**config.mk**
```make
export PLATFORM = sky130hd
export DESIGN_NAME = alu_mc
export DESIGN_NICKNAME = d
export VERILOG_FILES = /design/src/rtl/alu_mc.sv
export SDC_FILE = /design/constraint.sdc
export NUM_CORES = 1
export LEC_CHECK = 0
export CAP_MARGIN = 20
export CORE_MARGIN = 2
export CORE_UTILIZATION = 40
export DETAILED_ROUTE_END_ITERATION = 7
export MAX_ROUTING_LAYER = met4
export SYNTH_ARGS = -nofsm -noshare
export SYNTH_HDL_FRONTEND = slang
export SYNTH_SLANG_ARGS = --single-unit
```
**constraint.sdc**
```tcl
create_clock -name clk -period 9.6 [get_ports clk]
set_input_delay 1.92 -clock clk [delete_from_list [all_inputs] [get_ports clk]]
set_output_delay 1.92 -clock clk [all_outputs]
set_load 0.005 [all_outputs]
```
**src/rtl/alu_mc.sv**
```systemverilog
// alu_mc: multicycle ALU with valid/ready handshakes, registered outputs and flags
// Optional iterative unsigned divider built when ALU_DIV_EN is defined.
module alu_mc #(
  parameter int N   = 20,
  parameter int SHW = $clog2(N)
) (
  input  logic         clk,
  input  logic         rst,
  input  logic         in_valid,
  output logic         in_ready,
  input  logic [N-1:0] A,
  input  logic [N-1:0] B,
  input  logic [3:0]   Opcode,
  output logic         out_valid,
  input  logic         out_ready,
  output logic [N-1:0] Result,
  output logic [N-1:0] Rem,
  output logic         Z,
  output logic         C,
  output logic         DZ,
  output logic         busy
);
  localparam logic [N-1:0] NL = N'(N);
  logic [N:0] sum, dif;
  logic [2*N-1:0] prod;
  logic [N-1:0] res_c, rem_c, shl, shr;
  logic c_c, dz_c, accept, pop;
  assign sum  = {1'b0, A} + {1'b0, B};
  assign dif  = {1'b0, A} - {1'b0, B};
  assign prod = {{N{1'b0}}, A} * {{N{1'b0}}, B};
  assign shl  = B >= NL ? '0 : A << B[SHW-1:0];
  assign shr  = B >= NL ? '0 : A >> B[SHW-1:0];
  assign pop    = out_valid && out_ready;
  assign accept = in_valid && in_ready;
  always_comb begin
    res_c = sum[N-1:0];
    rem_c = '0;
    c_c   = sum[N];
    dz_c  = 1'b0;
    case (Opcode)
      4'b0001: begin res_c = dif[N-1:0]; c_c = dif[N]; end
      4'b0010: begin res_c = prod[N-1:0]; c_c = |prod[2*N-1:N]; end
      4'b0011: begin
        c_c  = 1'b0;
        dz_c = 1'b1;
`ifdef ALU_DIV_EN
        res_c = '1;
        rem_c = A;
`else
        res_c = '0;
`endif
      end
      4'b0100: begin res_c = A & B; c_c = 1'b0; end
      4'b0101: begin res_c = A | B; c_c = 1'b0; end
      4'b0110: begin res_c = shl; c_c = 1'b0; end
      4'b0111: begin res_c = shr; c_c = 1'b0; end
      4'b1000: begin res_c = {{(N-2){1'b0}}, A >= B, A < B}; c_c = 1'b0; end
      default: ;
    endcase
  end
`ifdef ALU_DIV_EN
  localparam logic [0:0] IDLE = 1'b0, DIV = 1'b1;
  localparam logic [SHW-1:0] LAST = SHW'(N - 1);
  logic state, multi, ge;
  logic [N-1:0] dq, dr, dd, rn, qn;
  logic [N:0] rs;
  logic [SHW-1:0] cnt;
  assign multi    = Opcode == 4'b0011 && B != '0;
  assign in_ready = state == IDLE && (!out_valid || out_ready);
  assign busy     = state == DIV;
  assign rs = {dr, dq[N-1]};
  assign ge = rs >= {1'b0, dd};
  assign rn = ge ? N'(rs - {1'b0, dd}) : rs[N-1:0];
  assign qn = {dq[N-2:0], ge};
`else
  logic multi;
  assign multi    = 1'b0;
  assign in_ready = !out_valid || out_ready;
  assign busy     = 1'b0;
`endif
  always_ff @(posedge clk) begin
    if (rst) begin
      out_valid <= 1'b0;
      Result    <= '0;
      Rem       <= '0;
      Z         <= 1'b1;
      C         <= 1'b0;
      DZ        <= 1'b0;
`ifdef ALU_DIV_EN
      state     <= IDLE;
      cnt       <= '0;
      dq        <= '0;
      dr        <= '0;
      dd        <= '0;
`endif
    end else begin
      if (pop) out_valid <= 1'b0;
      if (accept && !multi) begin
        out_valid <= 1'b1;
        Result    <= res_c;
        Rem       <= rem_c;
        Z         <= res_c == '0;
        C         <= c_c;
        DZ        <= dz_c;
      end
`ifdef ALU_DIV_EN
      if (accept && multi) begin
        state <= DIV;
        cnt   <= '0;
        dq    <= A;
        dr    <= '0;
        dd    <= B;
      end
      // restoring division: one quotient bit per cycle, MSB first
      if (state == DIV) begin
        dq  <= qn;
        dr  <= rn;
        cnt <= cnt + 1'b1;
        if (cnt == LAST) begin
          state     <= IDLE;
          out_valid <= 1'b1;
          Result    <= qn;
          Rem       <= rn;
          Z         <= qn == '0;
          C         <= 1'b0;
          DZ        <= 1'b0;
        end
      end
`endif
    end
  end
endmodule

```
Yosys cells after proc, flatten, opt, wreduce, memory -nomap -nowiden

Index checks and enable logic that the tools add are counted.

Add/subtract/negate cells: 2
Multiply operators: 1
Magnitude comparators: 3
Equality and inequality tests: 8
Shift operators: 2
Mux-type cells: 7
Bitwise logic cells: 2
Reduce and logical (&&, ||, !) cells: 8

Operators by type and width:

| cell                                                                | number |
|---|---|
| case mux 20 bit (8 select lines)                                    | 1 |
| multiplier 20 x 20 -> 40 bit                                        | 1 |
| 2-to-1 mux 20 bit                                                   | 2 |
| adder 20 x 20 -> 21 bit                                             | 1 |
| subtractor 20 x 20 -> 21 bit                                        | 1 |
| bitwise AND 20 bit                                                  | 1 |
| greater-or-equal comparator 20 bit                                  | 1 |
| greater-or-equal comparator 20 x 5 -> 1 bit (second input constant) | 1 |
| logical NOT 20 bit                                                  | 1 |
| less-than comparator 20 bit                                         | 1 |
| bitwise OR 20 bit                                                   | 1 |
| OR reduction 20 bit                                                 | 1 |
| << shifter 20 x 5 -> 20 bit                                         | 1 |
| >> shifter 20 x 5 -> 20 bit                                         | 1 |
| == test 4 x 3 -> 1 bit (second input constant)                      | 4 |
| == test 4 x 2 -> 1 bit (second input constant)                      | 2 |
| OR reduction 6 bit                                                  | 1 |
| == test 4 x 1 -> 1 bit (second input constant)                      | 1 |
| == test 4 bit (second input constant)                               | 1 |
| 2-to-1 mux 1 bit                                                    | 3 |
| case mux 1 bit (3 select lines)                                     | 1 |
| logical AND 1 bit                                                   | 2 |
| nonzero test 2 bit                                                  | 1 |
| logical NOT 1 bit                                                   | 1 |
| logical OR 1 bit                                                    | 1 |

Flip-flop bits (word level): 24
Bits of input ports: 48
Output and inout port bits: 46
Logic and storage cells: 38

Longest topological paths before layout

Depth in word-level cells: 4
Depth in mapped cells: 30
Depth with buffers taken out: 27

Least setup slack after synthesis

Ideal clock, no wire load.

Path kind: in2reg
From: in B[2]
To: reg C
Arrival: 8,943 ps
Path slack: 522 ps
Stages on the path: 29
Buffers on the path: 3
Cells stage by stage: inv_1 clkbuf_1 clkbuf_1 buf_1 nor2_1 fa_1 fa_1 inv_1 fa_1 inv_1 fa_1 inv_1 fa_1 inv_1 fa_1 inv_1 fa_1 inv_1 ha_1 nand2_1 o21ai_1 nor3b_1 or3_1 mux2i_1 nand4_1 a2111oi_0 o2111ai_1 nor4_1 a311oi_1

Cells in the longest elaborated chain, start to end: 3

Ends and longest elaborated chain:

| what                                | RTL line | text |
|---|---|---|
| start: declaration                  | 12       | `input logic [N-1:0] B,` |
| multiplier 20 x 20 -> 40 bit        | 30       | `assign prod = {{N{1'b0}}, A} * {{N{1'b0}}, B};` |
| OR reduction 20 bit                 | 42       | `4'b0010: begin res_c = prod[N-1:0]; c_c = \|prod[2*N-1:N]; end` |
| case mux 1 bit (3 select lines) (*) | 40       | `case (Opcode)` |
| end signal: assignment              | 87       | `C <= 1'b0;` |
| end signal: assignment              | 103      | `C <= c_c;` |
| end: declaration                    | 19       | `output logic C,` |

Mark *: on every way between the ends. The rest lies on a longest branch, timed or not.
A chain may end at the register's enable or synchronous reset.

Worst setup path after layout

From: in A[8]
To: reg C

Cells in the longest elaborated chain, start to end: 3

Ends and longest elaborated chain:

| what                                | RTL line | text |
|---|---|---|
| start: declaration                  | 11       | `input logic [N-1:0] A,` |
| multiplier 20 x 20 -> 40 bit        | 30       |  |
| OR reduction 20 bit                 | 42       |  |
| case mux 1 bit (3 select lines) (*) | 40       |  |

Marked as above.

==> flow_summary_export.csv <==
group,metric,value,unit
clocking,cts.clk_slew.worst_paths,0.09,ns
global_route,grt_pass1_vias,18830,
global_route,track_usage,30.96,%
drt,vias,18740,
synth,synthFlopType,"dfxtp_1",
synth,yosysWarnings,0,
global_route,grt_max_degree,38,
drt,drtAntennaViolNets,0,
floorplanning,dieArea,50720,sq um
synth,avgSynthCellArea,7.989,sq um
clocking,cts.htree.levels,1,
floorplanning,die_h,225.2,microns
timing,finalCriticalPeriod,9.144,ns
global_route,antenna_found_initial,1,
clocking,cts_resized,0,
cells_and_area,drive_gt1_share,9.548,%
worst_hold_path,worstHoldPathType,"reg -> reg",
clocking,cts_buffers,3,
timing,maxSlewHeadroom,31.98,%
synth,syn_inst,2450,
cells_and_area,final_nets,3128,
clocking,post_cts_buffers,0,
worst_setup_path,setup.worst_path.start_class,"primary input",
clocking,clock_path_buffers,2,
synth,yosysSeqAreaShare,2.455,%
timing,fin_crit_sh,95.25,%
worst_setup_path,crit_path_top_delay_cell,"clkdlybuf4s50_1",
placement,gp_congestion,1.037,
clocking,worst_skew_pair.late_latency,0.28,ns
floorplanning,core_area,48650,sq um
drt,wire_per_inst,23.89,microns
placement,port_buffers,72,
synth,ys_seq_elements,24,
cells_and_area,areaGrowthSynthToFinish,11.50,%
worst_setup_path,critPathTopFamily,"adder cells",
worst_setup_path,critPathMostFrequentCell,"fa_1",
worst_setup_path,max_stage_delay,0.55,ns
worst_setup_path,crit_buf_inv,6,
floorplanning,ios,94,
timing,hold_viol_final,0,
synth,synthDominantCellAreaShare,32.83,%
worst_setup_path,cp.arrival,9.29,ns
worst_setup_path,cp.required,9.74,ns
timing,fmax,109.4,MHz
placement,dp_hpwl,63870,microns
worst_setup_path,crit_type,"in -> reg",
drt,routed_wl,75680,microns
timing,slew_violations,0,
timing,tightest_slew,1.011,ns
outcome,outcome,"complete, no violations",
synth,synthTopCellsByArea,"fa_1, ha_1, inv_1, nor2_1, nand2_1",
worst_setup_path,crit_fanout,19,
clocking,tritoncts,"yes",
drt,vias_per_cell,5.916,
synth,async_flop_share,0,%
clocking,clkSinkCount,24,
synth,syn-cell-area,19570,sq um
job,cap_violations,0,
global_route,grt_pass1_wl,114900,microns
global_route,grt_overflow,0,
clocking,holdBufCountCts,0,
clocking,cts_root_buf,"clkbuf_16",
timing,setup_viol,0,
synth,yosysTopAreaCell,"fa_1",
worst_setup_path,end_kind,"register",
cells_and_area,nFillCells,4978,
timing,skew,0.01717,ns
floorplanning,die_width,225.2,microns
synth,synth_edf_count,0,
drt,drc_errors,0,
floorplanning,rows,81,
timing,setup_tns,0,ns
floorplanning,start_util,40.23,%
drt,dr.pass1.iters,7,
synth,synthDistinctLibCells,94,
drt,drt_iter0_markers,1811,
timing,rsz0062_at_grt,"false",
-- area by class of cell --
class	count	area [sq um]	area share [%]
multi-input combinational	1875	16860	77.26
timing repair buffer	246	2110	9.666
inverter	396	1486	6.811
tap	622	778.2	3.566
sequential	24	480.5	2.202
clock buffer	3	75.07	0.3440
clock inverter	1	30.03	0.1376
antenna	1	2.502	0.01147
-- tightest hold or removal path, delay by kind of cell, from the launching register on --
kind	cells	cell delay, ns
flops	1	0.31
compound gates	1	0.05
simple gates	1	0.05
-- per-layer routing --
metal | track usage [%] | vias to the layer above | part of all wire, %
li1 | - | 8221 | -
met1 | 40.20 | 9305 | 40
met2 | 46.68 | 1012 | 45
met3 | 3.990 | 204 | 8.2
met4 | 17.60 | 0 | 7.1
met5 | - | - | 0
-- through the flow --
stage | hold slack, ns | util (%) | worst slack (ns) | cell area (sq um) | instances
global route | 0.4934 | 44.86 | 0.05904 | 21820 | 3168
detailed placement | 0.4553 | 44.59 | 0.2680 | 21690 | 3162
finish | 0.4580 | 44.86 | 0.4558 | 21820 | 3168
floorplan | 0.4483 | - | 0.5221 | 19650 | 2470
CTS | 0.4639 | 44.80 | 0.5227 | 21800 | 3166
global placement | 0.4499 | 44.59 | 0.2595 | 21690 | 3162
-- cell usage after synthesis, drive strengths merged, types with 20 or more instances --
cell type / n
inv: 388
fa: 321
nor2: 308
nand2: 288
ha: 213
a21oi: 104
clkbuf: 100
buf: 75
o21ai: 72
nor3: 41
nand3: 38
mux2i: 31
a211oi: 30
dfxtp: 24
xnor2: 24
mux4: 20
nor4: 20
-- cell families (layout without fill, tap and decap cells) --
family / Yosys count / in the layout / synth area share (%)
multiplexers: 62 / 62 / 4.520
AND/OR/NAND/NOR: 796 / 796 / 17.76
buffers and inverters: 571 / 646 / 11.92
adder cells (fa/ha/maj): 534 / 534 / 46.45
AO/OA/AOI/OAI: 428 / 428 / 15.28
other: 1 / 22 / 0.01916
flip-flops: 24 / 24 / 2.455
XOR/XNOR: 34 / 34 / 1.592
-- flip-flops by register name, indices dropped and copies added (netlist names) --
signal,count
DZ,1
Result,20
C,1
Z,1
out_valid,1
-- worst paths after layout --
| path | start | end | slack [ns] | cells past startpoint |
|---|---|---|---|---|
| worst max-delay path | A[8] | C$_SDFFE_PP0P_ | 0.46 | 27 |
| worst min-delay path | DZ$_SDFFE_PP0P_ | DZ$_SDFFE_PP0P_ | 0.46 | 2 |
| worst max register to register | out_valid$_SDFFE_PP0P_ | C$_SDFFE_PP0P_ | 6.82 | 10 |
| worst min register to register | DZ$_SDFFE_PP0P_ | DZ$_SDFFE_PP0P_ | 0.46 | 2 |
-- layout by cell type (no fill, tap or decap), drive strengths merged, types with 9 or more instances in the layout --
master	instances
nor4	20
a21o	18
a211oi	30
dfxtp	24
nor2b	14
a221oi	13
mux2	11
mux2i	31
nor3	41
mux4	20
a22oi	13
conb	21
o31ai	14
nand3	38
o21a	15
nor2	308
inv	388
o211ai	16
fa	321
clkdlybuf4s50	70
buf	175
o21ai	72
nand4	16
o221ai	16
xor2	9
a21oi	104
o21bai	9
xnor2	24
nand2	288
nand2b	9
ha	213
a31oi	15
Power is left out: the tool's default activity adds up to more than one toggle a clock period on the data nets, which glitch-free logic cannot reach.
